### config.mk
export PLATFORM = sky130hd
export DESIGN_NAME = idft8_seq
export DESIGN_NICKNAME = d
export VERILOG_FILES = /design/src/rtl/dft_pkg.sv /design/src/rtl/cmac_q14.sv /design/src/rtl/idft8_seq.sv
export SDC_FILE = /design/constraint.sdc
export NUM_CORES = 2
export LEC_CHECK = 0
export ABC_AREA = 1
export BUFFER_PORTS_ARGS = -buffer_cell sky130_fd_sc_hd__buf_2
export CAP_MARGIN = 20
export CORE_ASPECT_RATIO = 1.2
export CORE_UTILIZATION = 55
export DETAILED_ROUTE_END_ITERATION = 10
export PLACE_DENSITY = 0.74
export SYNTH_ARGS = -nofsm -noshare
export SYNTH_HDL_FRONTEND = slang
export SYNTH_SLANG_ARGS = --single-unit
### constraint.sdc
create_clock -name clk -period 10 [get_ports clk]
set_input_delay 0.5 -clock clk [delete_from_list [all_inputs] [get_ports clk]]
set_output_delay 0.5 -clock clk [all_outputs]
set_load 0.005 [all_outputs]
### src/rtl/dft_pkg.sv
// Shared definitions for the 8-point DFT/IDFT datapath: sizes, FSM states,
// the complex sample type and the Q1.14 twiddle table.
package dft_pkg;

  localparam int N      = 8;
  localparam int LOG2N  = 3;
  localparam int Q_FRAC = 14;
  localparam int TW_W   = 16;

  typedef enum logic [1:0] {LOAD, MAC, EMIT} state_t;

  typedef struct packed {
    logic signed [TW_W-1:0] re;
    logic signed [TW_W-1:0] im;
  } complex_t;

  localparam logic signed [TW_W-1:0] TW_COS [N] = '{
    16'sd16384, 16'sd11585, 16'sd0, -16'sd11585,
    -16'sd16384, -16'sd11585, 16'sd0, 16'sd11585
  };

  // sin(2*pi*m/8) is cos shifted by a quarter turn, so one table serves both.
  function automatic complex_t twiddle(input logic [LOG2N-1:0] m);
    complex_t t;
    t.re = TW_COS[m];
    t.im = TW_COS[m + LOG2N'(6)];
    return t;
  endfunction

endpackage

### src/rtl/cmac_q14.sv
// Complex multiply-accumulate against a Q1.14 twiddle, with the rounded and
// saturated scaled output of the accumulator.
module cmac_q14
  import dft_pkg::*;
#(
  parameter int W_IN  = 16,
  parameter int W_TW  = 16,
  parameter int W_ACC = 40,
  parameter int W_OUT = 16,
  parameter int SHIFT = LOG2N + Q_FRAC
) (
  input  logic                    clk,
  input  logic                    rst_n,
  input  logic                    clr,
  input  logic                    en,
  input  logic signed [W_IN-1:0]  x_re,
  input  logic signed [W_IN-1:0]  x_im,
  input  logic signed [W_TW-1:0]  tw_re,
  input  logic signed [W_TW-1:0]  tw_im,
  output logic signed [W_OUT-1:0] y_re,
  output logic signed [W_OUT-1:0] y_im
);

  localparam logic signed [W_ACC-1:0] RND  = W_ACC'(1) <<< (SHIFT - 1);
  localparam logic signed [W_ACC-1:0] OMAX = (W_ACC'(1) <<< (W_OUT - 1)) - W_ACC'(1);
  localparam logic signed [W_ACC-1:0] OMIN = ~OMAX;

  logic signed [W_IN+W_TW-1:0] p_rc, p_is, p_rs, p_ic;
  logic signed [W_ACC-1:0]     acc_re, acc_im;

  assign p_rc = x_re * tw_re;
  assign p_is = x_im * tw_im;
  assign p_rs = x_re * tw_im;
  assign p_ic = x_im * tw_re;

  always_ff @(posedge clk or negedge rst_n) begin
    if (!rst_n) begin
      acc_re <= '0;
      acc_im <= '0;
    end else if (clr) begin
      acc_re <= '0;
      acc_im <= '0;
    end else if (en) begin
      acc_re <= acc_re + W_ACC'(p_rc) - W_ACC'(p_is);
      acc_im <= acc_im + W_ACC'(p_rs) + W_ACC'(p_ic);
    end
  end

  // Drops the Q1.14 fraction and the 1/8 scale together, rounding half up.
  function automatic logic signed [W_OUT-1:0] round_sat(input logic signed [W_ACC-1:0] acc);
    logic signed [W_ACC-1:0] r;
    r = (acc + RND) >>> SHIFT;
    if (r > OMAX) return OMAX[W_OUT-1:0];
    if (r < OMIN) return OMIN[W_OUT-1:0];
    return r[W_OUT-1:0];
  endfunction

  assign y_re = round_sat(acc_re);
  assign y_im = round_sat(acc_im);

endmodule

### src/rtl/idft8_seq.sv
// Sequential 8-point inverse DFT: buffers one frame of bins, then computes each
// output sample with eight MAC cycles and streams it out with backpressure.
module idft8_seq
  import dft_pkg::*;
#(
  parameter int W_IN  = 16,
  parameter int W_OUT = 16,
  parameter int W_TW  = 16,
  parameter int W_ACC = 40
) (
  input  logic                    clk,
  input  logic                    rst_n,
  input  logic                    in_valid,
  output logic                    in_ready,
  input  logic signed [W_IN-1:0]  in_re,
  input  logic signed [W_IN-1:0]  in_im,
  output logic                    out_valid,
  input  logic                    out_ready,
  output logic signed [W_OUT-1:0] out_re,
  output logic signed [W_OUT-1:0] out_im,
  output logic                    out_last,
  output logic                    busy
);

  localparam logic [LOG2N-1:0] LAST = LOG2N'(N - 1);

  state_t                 state;
  logic [LOG2N-1:0]       k, n, m;
  logic signed [W_IN-1:0] bin_re [N];
  logic signed [W_IN-1:0] bin_im [N];
  complex_t               tw;
  logic                   in_fire, out_fire, mac_clr, mac_en;
  logic signed [W_OUT-1:0] y_re, y_im;

  assign in_fire  = (state == LOAD) && in_valid && in_ready;
  assign out_fire = out_valid && out_ready;
  assign m        = k * n;
  assign tw       = twiddle(m);
  assign mac_en   = (state == MAC);
  // Accumulators sit at zero while loading and once the sample has been latched.
  assign mac_clr  = (state == LOAD) || ((state == EMIT) && out_valid);

  // NOTE: the bin buffer carries no reset; every entry is rewritten before it is read.
  always_ff @(posedge clk) begin
    if (in_fire) begin
      bin_re[k] <= in_re;
      bin_im[k] <= in_im;
    end
  end

  cmac_q14 #(
    .W_IN  (W_IN),
    .W_TW  (W_TW),
    .W_ACC (W_ACC),
    .W_OUT (W_OUT)
  ) u_cmac (
    .clk   (clk),
    .rst_n (rst_n),
    .clr   (mac_clr),
    .en    (mac_en),
    .x_re  (bin_re[k]),
    .x_im  (bin_im[k]),
    .tw_re (tw.re),
    .tw_im (tw.im),
    .y_re  (y_re),
    .y_im  (y_im)
  );

  // NOTE: all FSM state and outputs use non-blocking assignments so every
  // register samples the pre-edge values.
  always_ff @(posedge clk or negedge rst_n) begin
    if (!rst_n) begin
      state     <= LOAD;
      k         <= '0;
      n         <= '0;
      in_ready  <= 1'b0;
      out_valid <= 1'b0;
      out_re    <= '0;
      out_im    <= '0;
      out_last  <= 1'b0;
      busy      <= 1'b0;
    end else begin
      case (state)
        LOAD: begin
          in_ready <= 1'b1;
          if (in_fire) begin
            k <= k + 1'b1;
            if (k == LAST) begin
              state    <= MAC;
              in_ready <= 1'b0;
              busy     <= 1'b1;
              k        <= '0;
              n        <= '0;
            end
          end
        end
        MAC: begin
          k <= k + 1'b1;
          if (k == LAST) state <= EMIT;
        end
        EMIT: begin
          if (!out_valid) begin
            out_valid <= 1'b1;
            out_re    <= y_re;
            out_im    <= y_im;
            out_last  <= (n == LAST);
          end else if (out_fire) begin
            out_valid <= 1'b0;
            out_last  <= 1'b0;
            if (n == LAST) begin
              state    <= LOAD;
              in_ready <= 1'b1;
              busy     <= 1'b0;
            end else begin
              n     <= n + 1'b1;
              state <= MAC;
            end
          end
        end
        default: state <= LOAD;
      endcase
    end
  end

endmodule
==> impl_metrics.prom <==
# TYPE chip_impl_metric gauge
chip_impl_metric{name="worst_slew_margin_rel",unit="%"} 21.5
chip_impl_info{name="worst_path_max_delay_cell",value="sky130_fd_sc_hd__nor2_1"} 1
chip_impl_metric{name="synth_area",unit="µm²"} 56700
chip_impl_metric{name="synth_fp_nets",unit=""} 7370
chip_impl_metric{name="critical_path_data_required_time",unit="ps"} 10430
chip_impl_metric{name="start_util",unit="%"} 55.7
chip_impl_metric{name="global_route_usage_over_all_layers",unit="%"} 33.6
chip_impl_metric{name="cts_buffers",unit=""} 42
chip_impl_metric{name="finalWorstPathRequiredPeriod",unit="ps"} 9670
chip_impl_metric{name="detailed_place.area",unit="µm²"} 60000
chip_impl_info{name="most-common-layout-cells",value="sky130_fd_sc_hd__inv_1, sky130_fd_sc_hd__fa_1, sky130_fd_sc_hd__nand2_1, sky130_fd_sc_hd__nor2_1, sky130_fd_sc_hd__ha_1"} 1
chip_impl_metric{name="synthesis.yosys.warnings",unit=""} 0
chip_impl_metric{name="antenna_violations_before_repair",unit=""} 2
chip_impl_metric{name="vias_per_cell",unit=""} 5.43
chip_impl_info{name="mostFrequentLayoutCell",value="sky130_fd_sc_hd__inv_1"} 1
chip_impl_metric{name="clock_latency",unit="ps"} 620
chip_impl_metric{name="flow.area_growth_from_synthesis",unit="%"} 8.59
chip_impl_info{name="cts_tree",value="done"} 1
chip_impl_metric{name="endpoints_failing_hold",unit=""} 0
chip_impl_info{name="min_path_type",value="input port to register"} 1
chip_impl_metric{name="setup_tns_final",unit="ps"} 0
chip_impl_metric{name="first_global_vias",unit=""} 43200
chip_impl_metric{name="ant_nets",unit=""} 0
chip_impl_info{name="synthFlopType",value="sky130_fd_sc_hd__edfxtp_1"} 1
chip_impl_info{name="crit_path_frequent_cell",value="sky130_fd_sc_hd__fa_1"} 1
chip_impl_metric{name="io-pin-count",unit=""} 72
chip_impl_metric{name="timing.critical_path.fanout_max",unit=""} 12
chip_impl_metric{name="mean_post_synth_cell_area",unit="µm²"} 9.93
chip_impl_info{name="worst_setup_path_start_kind",value="register"} 1
chip_impl_metric{name="grt_max_degree",unit=""} 68
chip_impl_info{name="status",value="complete, no violations"} 1
chip_impl_info{name="grt_setup_unrepaired",value="false"} 1
chip_impl_metric{name="layout-drive-gt1-share",unit="%"} 7.47
chip_impl_info{name="worst_setup_ep_type",value="register"} 1
chip_impl_metric{name="synth_async_sr_flop_share",unit="%"} 32.6
chip_impl_metric{name="yosysSeqAreaShare",unit="%"} 19.0
chip_impl_metric{name="nFillCells",unit=""} 8672
chip_impl_info{name="critPathKind",value="register to register"} 1
chip_impl_info{name="root_buffer",value="sky130_fd_sc_hd__clkbuf_16"} 1
chip_impl_metric{name="dp_hpwl",unit="µm"} 140000
chip_impl_metric{name="die-height",unit="µm"} 354
chip_impl_metric{name="netlist_instances",unit=""} 5716
chip_impl_metric{name="maxCapViolCount",unit=""} 0
chip_impl_metric{name="cp_slowest_stage_delay",unit="ps"} 810
chip_impl_metric{name="max_clock_freq",unit="MHz"} 103
chip_impl_metric{name="final-max-slew-violation-count",unit=""} 0
chip_impl_metric{name="initialDrtViolationCount",unit=""} 2982
chip_impl_metric{name="timing.critical_path.buf_inv",unit=""} 8
chip_impl_metric{name="grt_overflow_total",unit=""} 0
chip_impl_metric{name="die-area",unit="µm²"} 104000
chip_impl_info{name="critPathTopFamily",value="adder cells"} 1
chip_impl_metric{name="wl",unit="µm"} 167000
chip_impl_metric{name="report.final.setup_viol",unit=""} 0
chip_impl_metric{name="drtPass1Iterations",unit=""} 6
chip_impl_metric{name="fin_worst_skew",unit="ps"} 34.0
chip_impl_metric{name="utilization",unit="%"} 60.5
chip_impl_metric{name="timing_worst_slew_pin_value",unit="ps"} 1180
chip_impl_metric{name="core",unit="µm²"} 102000
chip_impl_metric{name="cts_max_level",unit=""} 2
chip_impl_metric{name="synth-seq-cells",unit=""} 380
chip_impl_metric{name="synth_enable_flop_cells",unit=""} 256
chip_impl_metric{name="post_synthesis_cell_type_count",unit=""} 59
chip_impl_metric{name="fp-row-count",unit=""} 128
chip_impl_metric{name="drc",unit=""} 0
chip_impl_metric{name="die-width",unit="µm"} 295
chip_impl_metric{name="final_design_area_no_fill",unit="µm²"} 61600
chip_impl_metric{name="timing.final.crit_share",unit="%"} 96.7
chip_impl_metric{name="clock_sink_count",unit=""} 380
chip_impl_metric{name="routabilityCongestion",unit=""} 0.993
chip_impl_metric{name="clk_transition_reported_paths",unit="ps"} 60
chip_impl_metric{name="critical_path_data_arrival_time",unit="ps"} 10100
chip_impl_metric{name="grt_pass1_wl",unit="µm"} 257000
chip_impl_metric{name="place.port_buffers",unit=""} 71
chip_impl_metric{name="ctsLongestPathBuffers",unit=""} 3
chip_impl_metric{name="number_of_vias_after_detailed_routing",unit=""} 39800
chip_impl_metric{name="post_drt_wl_per_cell",unit="µm"} 22.7
chip_impl_metric{name="diodes",unit=""} 0
chip_impl_metric{name="num-nets-final",unit=""} 7594
[routing by layer]
metal	routed length [µm]	vias up	track usage (%)
met5	10	-	0
met4	7940	2	13.8
met3	12600	298	6.08
met2	80500	1472	54.2
met1	65600	20500	45.0
li1	-	17600	-
[flip-flops by register name (all words and copies together) (netlist names)]
| name | count |
|---|---|
| out_re | 16 |
| out_valid | 1 |
| out_last | 1 |
| bin_re | 128 |
| u_cmac.acc_re | 40 |
| out_im | 16 |
| bin_im | 128 |
| k | 3 |
| busy | 1 |
| in_ready | 1 |
| state | 2 |
| u_cmac.acc_im | 40 |
| n | 3 |
[final timing paths]
| kind | start | endpoint | slack, ps | depth (start not counted) |
|---|---|---|---|---|
| min in group asynchronous | rst_n | u_cmac.acc_re[4]$_DFFE_PN0P_ | 560 | 2 |
| worst max register to register | k[1]$_DFFE_PN0P_ | u_cmac.acc_re[32]$_DFFE_PN0P_ | 330 | 31 |
| worst max-delay path | k[1]$_DFFE_PN0P_ | u_cmac.acc_re[32]$_DFFE_PN0P_ | 330 | 31 |
| worst min-delay path | in_im[8] | bin_im[6][8]$_DFFE_PP_ | 140 | 1 |
| max in group asynchronous | rst_n | u_cmac.acc_im[11]$_DFFE_PN0P_ | 8020 | 3 |
| worst min register to register | out_re[13]$_DFFE_PN0P_ | out_re[13]$_DFFE_PN0P_ | 480 | 2 |
[metrics by stage]
step,hold slack [ps],setup slack (ps),std cells
4_1_cts,126,165,7326
3_5_place_dp,464,210,7249
2_1_floorplan,204,176,5716
3_3_place_gp,461,268,7247
6_report,145,334,7337
5_1_grt,144,10.8,7337
[cells by family (layout without fill, tap and decap cells)]
logic type / after synthesis / in the layout / share of synthesized area [%]
AOI/OAI and AO/OA: 545 / 545 / 5.56
buffers and inverters: 1718 / 1974 / 11.5
xor gates and xnor gates: 98 / 98 / 1.64
DFF: 380 / 380 / 19.0
muxes: 2 / 2 / 0.0353
and+or+nand+nor: 1355 / 1355 / 9.94
adders and majority gates: 1618 / 1618 / 52.3
[cell type report]
| type | instances | area, µm² | share of cell area, % |
|---|---|---|---|
| multi-input combinational | 3618 | 39500 | 64.2 |
| sequential | 380 | 10800 | 17.5 |
| inverter | 1624 | 6100 | 9.91 |
| timing repair buffer | 274 | 2040 | 3.31 |
| tap | 1365 | 1710 | 2.77 |
| clock buffer | 48 | 1090 | 1.78 |
| clock inverter | 28 | 347 | 0.562 |
[synth_stat cells, types with 14 or more instances]
cell	instances	area, µm²
sky130_fd_sc_hd__nor3_1	42	210
sky130_fd_sc_hd__o21ai_0	193	966
sky130_fd_sc_hd__nand2_1	589	2210
sky130_fd_sc_hd__inv_1	1614	6060
sky130_fd_sc_hd__fa_1	1257	25200
sky130_fd_sc_hd__xor2_1	69	604
sky130_fd_sc_hd__xnor2_1	19	166
sky130_fd_sc_hd__dfrtp_1	124	3100
sky130_fd_sc_hd__nand4_1	38	238
sky130_fd_sc_hd__a21o_1	30	225
sky130_fd_sc_hd__clkbuf_1	60	225
sky130_fd_sc_hd__or2_2	35	219
sky130_fd_sc_hd__o21bai_1	14	105
sky130_fd_sc_hd__nor4_1	14	87.6
sky130_fd_sc_hd__nand3_1	91	455
sky130_fd_sc_hd__o22ai_1	101	632
sky130_fd_sc_hd__buf_2	14	70.1
sky130_fd_sc_hd__ha_1	361	4520
sky130_fd_sc_hd__a21oi_1	134	671
sky130_fd_sc_hd__a21boi_0	17	128
sky130_fd_sc_hd__edfxtp_1	256	7690
sky130_fd_sc_hd__nor2_1	509	1910
[timing repair]
item	CTS	global route
hold endpoints to repair	25	0
hold buffers	1	0
setup endpoints to repair	0	21
gates resized for setup	0	8
setup buffers	0	7
Power is left out: the tool's default activity adds up to more than one toggle a clock period on the data nets, which glitch-free logic cannot reach.
